[config.mk]
export PLATFORM = sky130hd
export DESIGN_NAME = cmd_issue_queue_flat
export DESIGN_NICKNAME = d
export VERILOG_FILES = /design/src/rtl/cmd_issue_queue_pkg.sv /design/src/rtl/cmd_issue_queue_if.sv /design/src/rtl/cmd_issue_queue_sync_fifo.sv /design/src/rtl/cmd_issue_queue.sv /design/src/flat_wrapper.sv
export SDC_FILE = /design/constraint.sdc
export NUM_CORES = 1
export LEC_CHECK = 0
export CELL_PAD_IN_SITES_DETAIL_PLACEMENT = 0
export CELL_PAD_IN_SITES_GLOBAL_PLACEMENT = 2
export CORE_MARGIN = 5
export CORE_UTILIZATION = 50
export CTS_BUF_LIST = sky130_fd_sc_hd__clkbuf_4
export DETAILED_ROUTE_END_ITERATION = 7
export PLACE_DENSITY = 0.89
export SLEW_MARGIN = 20
export SYNTH_ARGS = -nofsm -noshare
export SYNTH_HDL_FRONTEND = slang
export SYNTH_SLANG_ARGS = --single-unit
export TNS_END_PERCENT = 100
[constraint.sdc]
create_clock -name clk -period 9.9 [get_ports clk]
set_input_delay 0.99 -clock clk [delete_from_list [all_inputs] [get_ports clk]]
set_output_delay 0.99 -clock clk [all_outputs]
set_load 0.03 [all_outputs]
[src/rtl/cmd_issue_queue_pkg.sv]
// cmd_issue_queue_pkg: shared opcodes, command-word field offsets, command struct and issue FSM states
package cmd_issue_queue_pkg;
  localparam logic [7:0] OPC_NOP = 8'h00, OPC_NTT = 8'h01, OPC_INTT = 8'h02, OPC_LOAD = 8'h03, OPC_STORE = 8'h04, OPC_HALT = 8'hFF;
  localparam int OPC_LSB = 56, SLOT_LSB = 52, ADDR_LSB = 0;
  typedef struct packed {
    logic [7:0] opcode;
    logic [3:0] slot;
    logic [47:0] addr;
  } cmd_t;
  typedef enum logic [1:0] {IDLE, ISSUE, COOLDOWN, HALTED} state_t;
  function automatic cmd_t unpack_word(input logic [63:0] w);
    return '{opcode: w[OPC_LSB+:8], slot: w[SLOT_LSB+:4], addr: w[ADDR_LSB+:48]};
  endfunction
endpackage

[src/rtl/cmd_issue_queue_if.sv]
// cmd_issue_queue_if: host push handshake (in_valid/in_word/in_ready/flush), engine port (engine_ready/cmd_*), status (halted/level/issued_count)
interface cmd_issue_queue_if #(parameter int PTR_W = 3);
  logic in_valid;
  logic [63:0] in_word;
  logic in_ready;
  logic flush;
  logic engine_ready;
  logic cmd_valid;
  logic [7:0] cmd_opcode;
  logic [3:0] cmd_slot;
  logic [47:0] cmd_dma_addr;
  logic halted;
  logic [PTR_W:0] level;
  logic [31:0] issued_count;
  modport master (output in_valid, in_word, flush, engine_ready, input in_ready, cmd_valid, cmd_opcode, cmd_slot, cmd_dma_addr, halted, level, issued_count);
  modport slave (input in_valid, in_word, flush, engine_ready, output in_ready, cmd_valid, cmd_opcode, cmd_slot, cmd_dma_addr, halted, level, issued_count);
endinterface

[src/rtl/cmd_issue_queue_sync_fifo.sv]
// sync_fifo: DEPTH x 60-bit command FIFO; ports clk/rst_n, push/pop/flush, din/dout, level/full/empty
module sync_fifo
  import cmd_issue_queue_pkg::*;
#(
  parameter int DEPTH = 8,
  parameter int PTR_W = $clog2(DEPTH)
) (
  input  logic           clk,
  input  logic           rst_n,
  input  logic           push,
  input  logic           pop,
  input  logic           flush,
  input  cmd_t           din,
  output cmd_t           dout,
  output logic [PTR_W:0] level,
  output logic           full,
  output logic           empty
);
  cmd_t mem [DEPTH];
  logic [PTR_W-1:0] wr_ptr, rd_ptr;
  always_ff @(posedge clk or negedge rst_n)
    if (!rst_n) begin
      wr_ptr <= '0;
      rd_ptr <= '0;
      level <= '0;
    end else if (flush) begin
      wr_ptr <= '0;
      rd_ptr <= '0;
      level <= '0;
    end else begin
      if (push) wr_ptr <= wr_ptr + 1'b1;
      if (pop) rd_ptr <= rd_ptr + 1'b1;
      level <= level + (PTR_W+1)'(push) - (PTR_W+1)'(pop);
    end
  always_ff @(posedge clk)
    if (push && !flush) mem[wr_ptr] <= din;
  assign dout = mem[rd_ptr];
  assign full = level == (PTR_W+1)'(DEPTH);
  assign empty = level == '0;
endmodule

[src/rtl/cmd_issue_queue.sv]
// cmd_issue_queue: command FIFO + issue FSM feeding the NTT engine; ports clk, rst_n, bus (slave: host push, engine issue, status)
module cmd_issue_queue
  import cmd_issue_queue_pkg::*;
#(
  parameter int DEPTH = 8,
  parameter int PTR_W = $clog2(DEPTH),
  parameter logic [7:0] OP_HALT = OPC_HALT,
  parameter logic [7:0] OP_NOP = OPC_NOP
) (
  input logic clk,
  input logic rst_n,
  cmd_issue_queue_if.slave bus
);
  state_t state, nxt;
  cmd_t din, head, cmd_q;
  logic full, empty, ready_q, take, push, pop, issue, is_nop, is_halt;
  logic [31:0] count;
  assign din = unpack_word(bus.in_word);
  sync_fifo #(.DEPTH(DEPTH), .PTR_W(PTR_W)) u_fifo (
    .clk, .rst_n, .push, .pop, .flush(bus.flush), .din, .dout(head), .level(bus.level), .full, .empty
  );
  assign is_nop = head.opcode == OP_NOP;
  assign is_halt = head.opcode == OP_HALT;
  // flush overrides every IDLE decision, including NOP/HALT consumption
  assign take = state == IDLE && !empty && !bus.flush;
  assign issue = take && !is_nop && !is_halt && bus.engine_ready;
  assign pop = take && (is_nop || is_halt || bus.engine_ready);
  // ready_q keeps in_ready low until the first edge after reset release
  assign bus.in_ready = ready_q && !full && !bus.flush;
  assign push = bus.in_valid && bus.in_ready;
  always_ff @(posedge clk or negedge rst_n)
    if (!rst_n) state <= IDLE;
    else state <= nxt;
  always_comb
    nxt = state == ISSUE ? COOLDOWN :
          state == COOLDOWN ? IDLE :
          state == HALTED ? HALTED :
          !take ? IDLE :
          is_halt ? HALTED :
          issue ? ISSUE : IDLE;
  always_comb begin
    bus.cmd_valid = state == ISSUE;
    bus.halted = state == HALTED;
  end
  always_ff @(posedge clk or negedge rst_n)
    if (!rst_n) begin
      ready_q <= 1'b0;
      cmd_q <= '0;
      count <= '0;
    end else begin
      ready_q <= 1'b1;
      if (issue) cmd_q <= head;
      if (state == ISSUE) count <= count + 1'b1;
    end
  assign bus.cmd_opcode = cmd_q.opcode;
  assign bus.cmd_slot = cmd_q.slot;
  assign bus.cmd_dma_addr = cmd_q.addr;
  assign bus.issued_count = count;
endmodule

[src/flat_wrapper.sv]
// flat-port wrapper written by rule: the top's interface ports become plain ports
module cmd_issue_queue_flat import cmd_issue_queue_pkg::*;
#(
  parameter int DEPTH = 8,
  parameter int PTR_W = $clog2(DEPTH),
  parameter logic [7:0] OP_HALT = OPC_HALT,
  parameter logic [7:0] OP_NOP = OPC_NOP
)
  (clk, rst_n, bus_in_valid, bus_in_word, bus_flush, bus_engine_ready, bus_in_ready, bus_cmd_valid, bus_cmd_opcode, bus_cmd_slot, bus_cmd_dma_addr, bus_halted, bus_level, bus_issued_count);
  cmd_issue_queue_if #(.PTR_W(PTR_W)) bus_i ();
  input logic clk;
  input logic rst_n;
  input wire logic [$bits(bus_i.in_valid)-1:0] bus_in_valid;
  input wire logic [$bits(bus_i.in_word)-1:0] bus_in_word;
  input wire logic [$bits(bus_i.flush)-1:0] bus_flush;
  input wire logic [$bits(bus_i.engine_ready)-1:0] bus_engine_ready;
  output wire logic [$bits(bus_i.in_ready)-1:0] bus_in_ready;
  output wire logic [$bits(bus_i.cmd_valid)-1:0] bus_cmd_valid;
  output wire logic [$bits(bus_i.cmd_opcode)-1:0] bus_cmd_opcode;
  output wire logic [$bits(bus_i.cmd_slot)-1:0] bus_cmd_slot;
  output wire logic [$bits(bus_i.cmd_dma_addr)-1:0] bus_cmd_dma_addr;
  output wire logic [$bits(bus_i.halted)-1:0] bus_halted;
  output wire logic [$bits(bus_i.level)-1:0] bus_level;
  output wire logic [$bits(bus_i.issued_count)-1:0] bus_issued_count;
  assign bus_i.in_valid = bus_in_valid;
  assign bus_i.in_word = bus_in_word;
  assign bus_i.flush = bus_flush;
  assign bus_i.engine_ready = bus_engine_ready;
  assign bus_in_ready = bus_i.in_ready;
  assign bus_cmd_valid = bus_i.cmd_valid;
  assign bus_cmd_opcode = bus_i.cmd_opcode;
  assign bus_cmd_slot = bus_i.cmd_slot;
  assign bus_cmd_dma_addr = bus_i.cmd_dma_addr;
  assign bus_halted = bus_i.halted;
  assign bus_level = bus_i.level;
  assign bus_issued_count = bus_i.issued_count;
  cmd_issue_queue #(.DEPTH(DEPTH), .PTR_W(PTR_W), .OP_HALT(OP_HALT), .OP_NOP(OP_NOP)) u_core (.clk(clk), .rst_n(rst_n), .bus(bus_i));
endmodule
* Word level (Yosys, flattened, before mapping)
Memory sizes are Yosys's and may differ from the RTL's.
Cells that the tools add are included.
** Word-level totals
- Bits in writable memories :: 480
- Output and inout port bits :: 99
- Bits in registers :: 105
- Memories :: 1
- Word-level logic and storage cells :: 55
** Cells by class
- Equal/unequal tests :: 5
- Multiplexer cells :: 13
- Reduce and logical (&&, ||, !) cells :: 22
- Add/sub/neg operators :: 5
** Memory list
- u_core.u_fifo.mem :: depth 8, width 60, read ports 1, clocked after Yosys merged registers in 0, wr ports 1, line cmd_issue_queue_sync_fifo.sv:19 : cmd_t mem [DEPTH];
** Operator list (number)
- 32-bit by 1-bit adder with 32-bit output (second input constant) :: 1
- 3-bit two-way mux :: 4
- 1-bit logical AND :: 10
- 2-bit two-way mux :: 5
- 8-bit == test (second input constant) :: 1
- 8-bit zero test :: 1
- 3-bit by 1-bit adder with 3-bit output (second input constant) :: 2
- 1-bit zero test :: 5
- 4-bit by 1-bit adder with 4-bit output :: 1
- 2-bit == test (second input constant) :: 2
- 4-bit == test (second input constant) :: 1
- 4-bit zero test :: 1
- 4-bit two-way mux :: 1
- 2-bit nonzero test :: 2
- 4-bit by 1-bit subtractor with 4-bit output :: 1
- 1-bit two-way mux :: 3
- 2-bit by 1-bit == test with 1-bit output (second input constant) :: 1
- 2-bit zero test :: 1
- 1-bit logical OR :: 2

* Logic depth before layout (Yosys ltp)
Gate-level depths: netlist of the first run.
- Depth after elaboration :: 13
- Mapped depth :: 16

* Modules after synthesis
Synthesis of the first run repeated with hierarchy kept, for this count alone.
** Second synthesis, totals
- Cells, all modules :: 1042
- Area, all modules :: 22989.5 um^2
** Modules (own cells, without submodules)
- sync_fifo :: area each 18771.8 um^2, cells each 760, sequential area each 14664.1 um^2, instances 1
- cmd_issue_queue :: area each 4217.8 um^2, cells each 282, sequential area each 2377.3 um^2, instances 1

* Worst setup path before layout of the first run
No wires, ideal clock.
- Path kind :: input port to flip-flop
- Start :: input bus_flush
- End :: memory u_core.u_fifo.mem[0][0] (netlist name), enable pin
- Buffers on the path :: 0
- Cell stages on the path :: 5
- Library setup time :: 0.552 ns
- Path slack :: 3.156 ns
- Data arrival time :: 6.192 ns
- Cells stage by stage :: nand2b_1 a21oi_1 and2_0 nand2b_1 nor3_1
** Between the ends
- Longest elaborated chain between the ends :: 6
** RTL lines
- start, declared :: line flat_wrapper.sv:15 : input wire logic [$bits(bus_i.flush)-1:0] bus_flush;
- 1-bit zero test :: line cmd_issue_queue.sv:29 : assign bus.in_ready = ready_q && !full && !bus.flush;
- 1-bit logical AND :: line cmd_issue_queue.sv:29
- named net bus_in_ready :: line flat_wrapper.sv:17 : output wire logic [$bits(bus_i.in_ready)-1:0] bus_in_ready;
- 1-bit logical AND :: line cmd_issue_queue.sv:30 : assign push = bus.in_valid && bus.in_ready;
- 1-bit logical AND :: line cmd_issue_queue_sync_fifo.sv:36 : if (push && !flush) mem[wr_ptr] <= din;
- 1-bit two-way mux :: line cmd_issue_queue_sync_fifo.sv:36
- 1-bit two-way mux (not written as such) :: line cmd_issue_queue_sync_fifo.sv:36
- end, declared :: line cmd_issue_queue_sync_fifo.sv:19
The timed path passes the listed nets, and every way through them passes these cells.

* Worst setup path in the final report of the first run
- Start :: register u_core.u_fifo.rd_ptr[0]
- End :: register u_core.u_fifo.level[3]
** Between the ends
- Longest elaborated chain between the ends :: 7
- Elaborated cells on any way between the ends :: 8
- Those cells by class :: add/sub: 1; eq/ne: 1; mux: 1; reduce/logical: 4; memory: 1
** RTL lines
- start, declared :: line cmd_issue_queue_sync_fifo.sv:20 : logic [PTR_W-1:0] wr_ptr, rd_ptr;
- start signal, assigned :: line cmd_issue_queue_sync_fifo.sv:32 : if (pop) rd_ptr <= rd_ptr + 1'b1;
- memory 8 x 60 bit (*)
- 8-bit == test or 8-bit zero test (tied branches) :: line cmd_issue_queue.sv:23, cmd_issue_queue.sv:22
- 1-bit logical OR (*) (2 in a row) :: line cmd_issue_queue.sv:27 : assign pop = take && (is_nop || is_halt || bus.engine_ready);
- 1-bit logical AND (*) :: line cmd_issue_queue.sv:27
- 4-bit by 1-bit subtractor with 4-bit output (*) :: line cmd_issue_queue_sync_fifo.sv:33 : level <= level + (PTR_W+1)'(push) - (PTR_W+1)'(pop);
- 4-bit two-way mux (*) :: line cmd_issue_queue_sync_fifo.sv:26 : end else if (flush) begin
- end signal, assigned :: line cmd_issue_queue_sync_fifo.sv:33
- end, declared :: line cmd_issue_queue_sync_fifo.sv:15 : output logic [PTR_W:0] level,
Every way passes the cells marked *; elsewhere a longest branch is shown, timed or not.
A chain may end at the register's enable or synchronous reset.

==> out/results.ini, run 1 <==
[layout]
ff_latch_area_um2 = 17100
nFillCells = 3252
layout.nets = 1418
drive_gt1_share_pct = 35.5
areaGrowthSynthToFinish_pct = 19.4
fin_util_pct = 60.1
multi_input_area_um2 = 5440

[power_and_ir_drop]
netSwitchingFraction_pct = 28.4
intPower_mw = 5.10
p_sw_mw = 2.03
pwr_density_cell_nw_per_um2 = 263
clockPowerShare_pct = 30.2
p_seq_share_pct = 42.8
power_frac_comb_pct = 27.0
power.leakage_nw = 9.35
vdd_drop_max_mv = 0.168

[clock_tree]
cts_root_buffer = clkbuf_4
insertion_delay_ns = 0.92
cts_made_buffers = 150
cts.clk_slew.worst_paths_ns = 0.06
cts_setup_buffers = 0
cts_sinks = 585
clk_path_buf_depth = 3
cts_tree = built
post_cts_resized = 0
postCtsHoldBufs = 0
cts.htree.levels = 4

[die]
rows = 78
core_region_area_um2 = 45200
io-pin-count = 168
die_h_um = 223
dieArea_um2 = 49800
die_w_um = 223
initial_utilization_pct = 50.3

[logic_synthesis]
syn_avg_cell_area_um2 = 21.6
yosysTopAreaCell = edfxtp_1
synth-seq-cells = 585
synth_cell_types = 45
synth_ff_type = edfxtp_1
synthCells = 1050
synth_top_area_share_pct = 63.4
yosysSeqAreaShare_pct = 75.0
synth_common_cells = edfxtp_1, mux4_2, dfrtp_1
synth_most_common_cell = edfxtp_1
synth_area_um2 = 22700
synth_area_leaders = edfxtp_1, mux4_2, dfrtp_1
synth_edf_count = 480
async_flop_share_pct = 17.9
yosysWarnings = 0
syn_nets = 1129

[timing]
slew_viol_final = 0
fin_setup_tns_ns = 0
finalSetupViolations = 0
clock_skew_ns = 0.0577
relSlewSlack_pct = 27.9
fin_crit_ns = 4.42
post-route-period-util_pct = 44.7
worst_pin_slew_ns = 1.08
setup_slack_ns = 5.48
fmax_mhz = 226
rsz0062_at_grt = false
hold_viol_final = 0

[global_route]
grt_antenna_before_repair = 8
grt_max_degree = 65
grt_pass1_wl_um = 69200
grt_use_total_pct = 18.5
overflow = 0
grt_pass1_vias = 12013

[placement]
portBuffers = 163
pre_cts_ws_ns = 5.08
gp_congestion = 0.702
dp_hpwl_um = 23300

[drt]
routed_wl_um = 44800
route.vias.total = 10988
routedWlPerCell_um = 21.7
drc = 0
drtIter0Drc = 685
first_pass_iters = 5
ant_nets = 0
via_per_inst = 5.32

[critical_path]
crit_arrival_ns = 5.21
setup.worst_path.start_class = register
end_kind = register
critical_path_class = register to register
cpMostUsedCell = ha_1
slowest_delay_ns = 0.76
worstPathCellList = buf_6, mux4_2, mux2i_2, nand2_1, nor4_4, nor3_1, nor2b_1, ha_1, inv_1, ha_1, a21o_1, a21oi_1, xnor2_1, nor2_1
required_ns = 10.69
slowest_stage = dfrtp_4
crit_fanout = 51

[worst_hold_path]
hold_path.class = primary input to asynchronous set/reset pin

[job]
drv_cap = 0

[run_status]
status = finished clean

final cells by class:
class	count	area share (%)
clock buffer	229	6.33
timing repair buffer	181	6.51
sequential	585	62.8
antenna	3	0.0277
clock inverter	45	1.30
tap	600	2.77
multi-input combinational	407	20.0
inverter	14	0.194
flip-flops by register name (all words and copies together), names as in the netlist:
register	count
u_core.state	2
u_core.u_fifo.wr_ptr	3
u_core.bus.cmd_slot	4
u_core.ready_q	1
u_core.bus.issued_count	32
u_core.u_fifo.rd_ptr	3
u_core.u_fifo.mem	480
u_core.bus.cmd_dma_addr	48
u_core.bus.cmd_opcode	8
u_core.u_fifo.level	4
through the flow:
stage | hold slack [ns] | instances | total power, mW | area [µm²]
2_1_floorplan | 0.460 | 1050 | 4.44 | 22700
3_3_place_gp | 0.457 | 1787 | 5.03 | 25100
3_5_place_dp | 0.480 | 1787 | 5.06 | 25100
4_1_cts | 0.0447 | 2061 | 7.25 | 27100
5_1_grt | 0.0958 | 2063 | 7.50 | 27100
6_report | 0.163 | 2064 | 7.12 | 27100
cell families after synthesis:
kind of cell | synth area share (%)
mux | 18.7
buf+inv | 1.33
flops | 75.0
compound gates | 0.319
fa+ha+maj | 0.584
simple gates | 2.69
xor+xnor | 1.31
other cells | 0.0165
placed cells by master, fill, tap and decap left out, types with 15 or more instances in the layout:
cell and instances:
clkdlybuf4s50_1 162, nand2_1 23, edfxtp_1 480, dfrtp_1 102, buf_4 18, mux4_2 120, clkinv_1 21, xnor2_1 23
nor2_1 16, mux2_4 54, clkbuf_4 229, nand3_1 15, mux2_2 55
path summary, 6_finish.rpt:
path,startpoint,endpoint,slack [ns],cells past startpoint
max reg2reg,u_core.u_fifo.rd_ptr[0],u_core.u_fifo.level[3],5.48,14
max in group asynchronous,rst_n,u_core.u_fifo.rd_ptr[1],8.26,2
max,u_core.u_fifo.rd_ptr[0],u_core.u_fifo.level[3],5.48,14
min reg2reg,u_core.bus.issued_count[31],u_core.bus.issued_count[31],0.47,1
min in group clk,u_core.bus.issued_count[31],u_core.bus.issued_count[31],0.47,1
min,rst_n,u_core.bus.cmd_dma_addr[44],0.16,1
power by group through the flow:
stage	Clock, mW	Combinational (mW)	Sequential [mW]
3_5_place_dp	0	1.95	3.11
3_3_place_gp	0	1.93	3.10
6_report	2.15	1.92	3.05
5_1_grt	2.38	2.05	3.08
4_1_cts	2.23	1.96	3.06
2_1_floorplan	0	1.18	3.26
metal layers:
layer  up-vias  part of all wire, %  global-route usage, %  wire, µm
met1      5674                   42                   23.5     18700
met4        10                  1.5                   6.60       673
li1       4946                    -                      -         -
met5         -                 0.13                      0        57
met2       292                   51                   30.0     22600
met3        66                  6.0                   6.16      2700
critical path, delay by kind of cell, from the launching register on:
kind                       cells  cell delay (ns)
DFF                            1             0.76
muxes                          2             0.94
buffers and inverters          2             0.71
and+or+nand+nor                5             0.93
AOI/OAI and AO/OA              2             0.34
adders and majority gates      2             0.43
xor gates and xnor gates       1             0.13
Power figures use the tool's default switching activity.
==> inputs of run 2 (changes only) <==
Settings changed: CORE_UTILIZATION 50 to 48, PLACE_DENSITY 0.89 to 0.86.
Clock period 9.9 ns to 4.6 ns, I/O delays scaled along.
==> out/results.ini, run 2 (synthesis gave the netlist of run 1 again) <==
[critical_path]
worst_r2r_startpoint = u_core.u_fifo.rd_ptr[0]
crit_fanout = 21
timing.rr.end = u_core.u_fifo.level[1]
slowest_delay_ns = 0.70
slowest_stage = dfrtp_4
critical_path_class = register to register
end_kind = register
crit_arrival_ns = 4.48
rr_worst_depth = 11
worstPathCellList = mux4_2, mux2i_1, nand4_1, nor4_4, nor3_1, nor2b_1, ha_1, inv_1, ha_1, fa_1, nor2b_1
setup.worst_path.start_class = register
r2r_slack_ns = 0.91
required_ns = 5.39

[clock_tree]
postCtsHoldBufs = 1
cts.htree.levels = 4
cts.clk_slew.worst_paths_ns = 0.06
insertion_delay_ns = 0.96
cts_root_buffer = clkbuf_4
cts_sinks = 585
cts_setup_buffers = 0
post_cts_resized = 0
cts_made_buffers = 151
clk_path_buf_depth = 3
cts_tree = built

[drt]
first_pass_iters = 5
via_per_inst = 5.32
routedWlPerCell_um = 21.6
drtIter0Drc = 760
drc = 0
routed_wl_um = 45200
route.vias.total = 11100
ant_nets = 0

[layout]
ff_latch_area_um2 = 17100
largest_reg_flops = 480
drive_gt1_share_pct = 36.2
final_cells = 2086
final_common_cell = edfxtp_1
nFillCells = 3505
regMostFlops = u_core.u_fifo.mem
multi_input_area_um2 = 5450
areaGrowthSynthToFinish_pct = 20.0
mostFrequentLayoutCells = edfxtp_1, clkbuf_4, clkdlybuf4s50_1
layout.nets = 1432

[placement]
gp_congestion = 0.712
placed_cells = 1806
pre_cts_ws_ns = 0.942
portBuffers = 163
dp_hpwl_um = 24600

[timing]
finalSetupViolations = 0
fmax_mhz = 271
setup_slack_ns = 0.911
worst_pin_slew_ns = 0.877
hold_viol_final = 0
whs_ns = 0.159
rsz0062_at_grt = false
fin_setup_tns_ns = 0
clock_skew_ns = 0.0546
fin_crit_ns = 3.69
post-route-period-util_pct = 80.2
relSlewSlack_pct = 41.5
slew_viol_final = 0

[die]
rows = 79
dieArea_um2 = 51800
die_w_um = 228
io-pin-count = 168
initial_utilization_pct = 48.7
die_h_um = 228
core_region_area_um2 = 46700

[power_and_ir_drop]
power.leakage_nw = 9.40
pwr_density_cell_nw_per_um2 = 562
vdd_drop_max_mv = 0.308

[worst_hold_path]
hold_path.class = primary input to asynchronous set/reset pin

[job]
drv_cap = 0

[run_status]
status = finished clean

[global_route]
grt_pass1_wl_um = 69000
overflow = 0
grt_max_degree = 74
grt_pass1_vias = 11890
grt_antenna_before_repair = 5
grt_use_total_pct = 18.0

-- run 2: cell types whose count changed in the layout (fill, tap and decap cells not counted), sizes merged --
cell	delta
clkbuf	+5
dlygate4sd3	+1
buf	+12
bufinv	-3
clkinv	-6
diode	+3
inv	+3
-- run 2: worst max path at each step --
stage	end	startpoint
after global placement	u_core.u_fifo.level[3]	u_core.u_fifo.rd_ptr[0]
after global routing	u_core.u_fifo.level[1]	u_core.u_fifo.rd_ptr[0]
final	u_core.u_fifo.level[1]	u_core.u_fifo.rd_ptr[0]
after CTS	u_core.u_fifo.level[1]	u_core.u_fifo.rd_ptr[0]
after floorplan	u_core.u_fifo.mem[2][0]	u_core.u_fifo.level[2]
after detailed placement	u_core.u_fifo.level[1]	u_core.u_fifo.rd_ptr[0]
-- run 2: critical path, delay by kind of cell (launching register included) --
family | cells | cell delay, ns
muxes | 2 | 0.93
adders and majority gates | 3 | 0.81
DFF | 1 | 0.70
buffers and inverters | 1 | 0.05
and+or+nand+nor | 5 | 1.04
-- run 2: layout make-up --
type	instances	share of cell area, %
well taps	607	2.79
multi-input cells	407	20.0
clock buffers	234	6.44
clock inverters	39	1.06
flip-flops and latches	585	62.5
inverters	14	0.193
repair buffers	194	6.94
diodes	6	0.0551
-- run 2: metrics by stage --
stage	utilization [%]	area, µm²	power [mW]
2_1_floorplan	-	22700	9.56
5_1_grt	58.4	27300	16.1
6_report	58.4	27300	15.3
3_5_place_dp	54.0	25200	10.9
3_3_place_gp	54.0	25200	10.9
4_1_cts	58.4	27200	15.6
-- run 2: metal layers --
metal  global-route usage [%]  share of wire [%]  up-vias  routed length, µm
met2                     28.8                 50      300              22400
met1                     23.4                 42     5753              19100
met5                        0              0.038        -                 17
met4                     6.46                1.8        4                814
met3                     6.05                6.3       67               2850
li1                         -                  -     4976                  -
-- run 2: power breakdown --
group / switching [mW] / internal [mW] / total (mW) / leakage (nW)
sequential: 0.390 / 6.12 / 6.51 / 5.64
combinational: 1.98 / 2.25 / 4.22 / 2.53
clock: 2.08 / 2.51 / 4.59 / 1.22
==> inputs of run 3 (changes only) <==
Clock period 4.6 ns to 3.7 ns, I/O delays scaled along.
==> out/results.ini, run 3 (synthesis gave the netlist of run 1 again) <==
[global_route]
overflow = 0
grt_antenna_before_repair = 5
grt_use_total_pct = 18.0
grt_pass1_wl_um = 69400
grt_pass1_vias = 12052
grt_max_degree = 63

[drt]
routed_wl_um = 45100
route.vias.total = 11077
drc = 0
via_per_inst = 5.31
routedWlPerCell_um = 21.6
first_pass_iters = 4
ant_nets = 0
drtIter0Drc = 630

[timing]
fin_crit_ns = 3.39
setup_slack_ns = 0.305
hold_viol_final = 0
clock_skew_ns = 0.0649
fmax_mhz = 295
slew_viol_final = 0
post-route-period-util_pct = 91.7
finalSetupViolations = 0
fin_setup_tns_ns = 0
rsz0062_at_grt = false
relSlewSlack_pct = 39.7
worst_pin_slew_ns = 0.905

[critical_path]
setup.worst_path.start_class = register
rr_worst_depth = 11
required_ns = 4.52
crit_arrival_ns = 4.22
critical_path_class = register to register
crit_fanout = 22
end_kind = register

[job]
drv_cap = 0

[placement]
portBuffers = 163
dp_hpwl_um = 25300
pre_cts_ws_ns = 0.267
gp_congestion = 0.713

[layout]
layout.nets = 1438
drive_gt1_share_pct = 35.9
final_common_cell = edfxtp_1
nFillCells = 3483
largest_reg_flops = 480
areaGrowthSynthToFinish_pct = 20.4
regMostFlops = u_core.u_fifo.mem
mostFrequentLayoutCells = edfxtp_1, clkbuf_4, clkdlybuf4s50_1

[clock_tree]
cts_made_buffers = 149
insertion_delay_ns = 0.94
clk_path_buf_depth = 3
cts_sinks = 585
cts.htree.levels = 4
cts.clk_slew.worst_paths_ns = 0.07
cts_tree = built
cts_root_buffer = clkbuf_4
cts_setup_buffers = 0

[worst_hold_path]
hold_path.class = primary input to asynchronous set/reset pin

[power_and_ir_drop]
vdd_drop_max_mv = 0.437
power.leakage_nw = 9.41
pwr_density_cell_nw_per_um2 = 689

[die]
rows = 79
core_region_area_um2 = 46700
io-pin-count = 168
dieArea_um2 = 51800
initial_utilization_pct = 48.7
die_w_um = 228
die_h_um = 228

[run_status]
status = finished clean

[run 3: path summary, 6_finish.rpt]
check,slack (ns),from,endpoint
max in group asynchronous,2.78,rst_n,u_core.bus.cmd_dma_addr[8]
max,0.31,u_core.u_fifo.rd_ptr[0],u_core.u_fifo.level[1]
min in group clk,0.16,bus_in_word[44],u_core.u_fifo.mem[1][44]
min,0.09,rst_n,u_core.bus.issued_count[2]
max reg2reg,0.31,u_core.u_fifo.rd_ptr[0],u_core.u_fifo.level[1]
min reg2reg,0.46,u_core.bus.issued_count[31],u_core.bus.issued_count[31]
[run 3: metal layers]
| metal | global-route usage, % | wire length (µm) | vias to the layer above |
|---|---|---|---|
| li1 | - | - | 4975 |
| met1 | 23.8 | 19500 | 5713 |
| met2 | 28.7 | 22000 | 316 |
| met3 | 6.09 | 2840 | 69 |
| met4 | 5.83 | 711 | 4 |
| met5 | 0 | 27 | - |
[run 3: layout make-up]
class                           instances  area, µm²  share of cell area, %
Tap cell                              607        759                   2.78
Sequential cell                       585      17100                   62.3
Clock buffer                          236       1770                   6.48
Timing Repair Buffer                  202       2070                   7.58
Multi-Input combinational cell        407       5460                   19.9
Clock inverter                         31        181                  0.663
Antenna cell                            4       10.0                 0.0366
Inverter                               14       52.6                  0.192
[run 3: power breakdown]
part	total (mW)	internal, mW	leakage, nW	switching, mW
sequential	8.04	7.61	5.64	0.430
combinational	5.34	2.83	2.60	2.50
clock	5.47	3.02	1.16	2.45
total	18.9	13.5	9.41	5.39
[run 3: through the flow]
stage               hold WS [ns]  cell area (µm²)  utilization, %  cells  total power, mW
finish                    0.0882            27400            58.6   2086             18.9
global route              0.0626            27400            58.6   2084             19.9
CTS                       0.0226            27300            58.6   2082             19.2
detailed placement         0.458            25400            54.4   1814             13.6
global placement           0.462            25400            54.4   1814             13.5
floorplan                 0.0744            22800               -   1050             11.9
[run 3: repair_timing]
| item | CTS | global route |
|---|---|---|
| gates resized for setup | 0 | 0 |
| endpoints found under the hold margin | 61 | 0 |
| hold buffers | 1 | 0 |
[run 3: worst max-delay path: stages (launching register included)]
cell and delay [ns]:
dfrtp_4 0.64, mux4_2 0.40, mux2i_1 0.11, or4_4 0.56, nor4_4 0.32, nor3_1 0.09, nor2b_1 0.13, ha_1 0.24
inv_1 0.06, ha_1 0.18, fa_1 0.41, nor2b_1 0.14
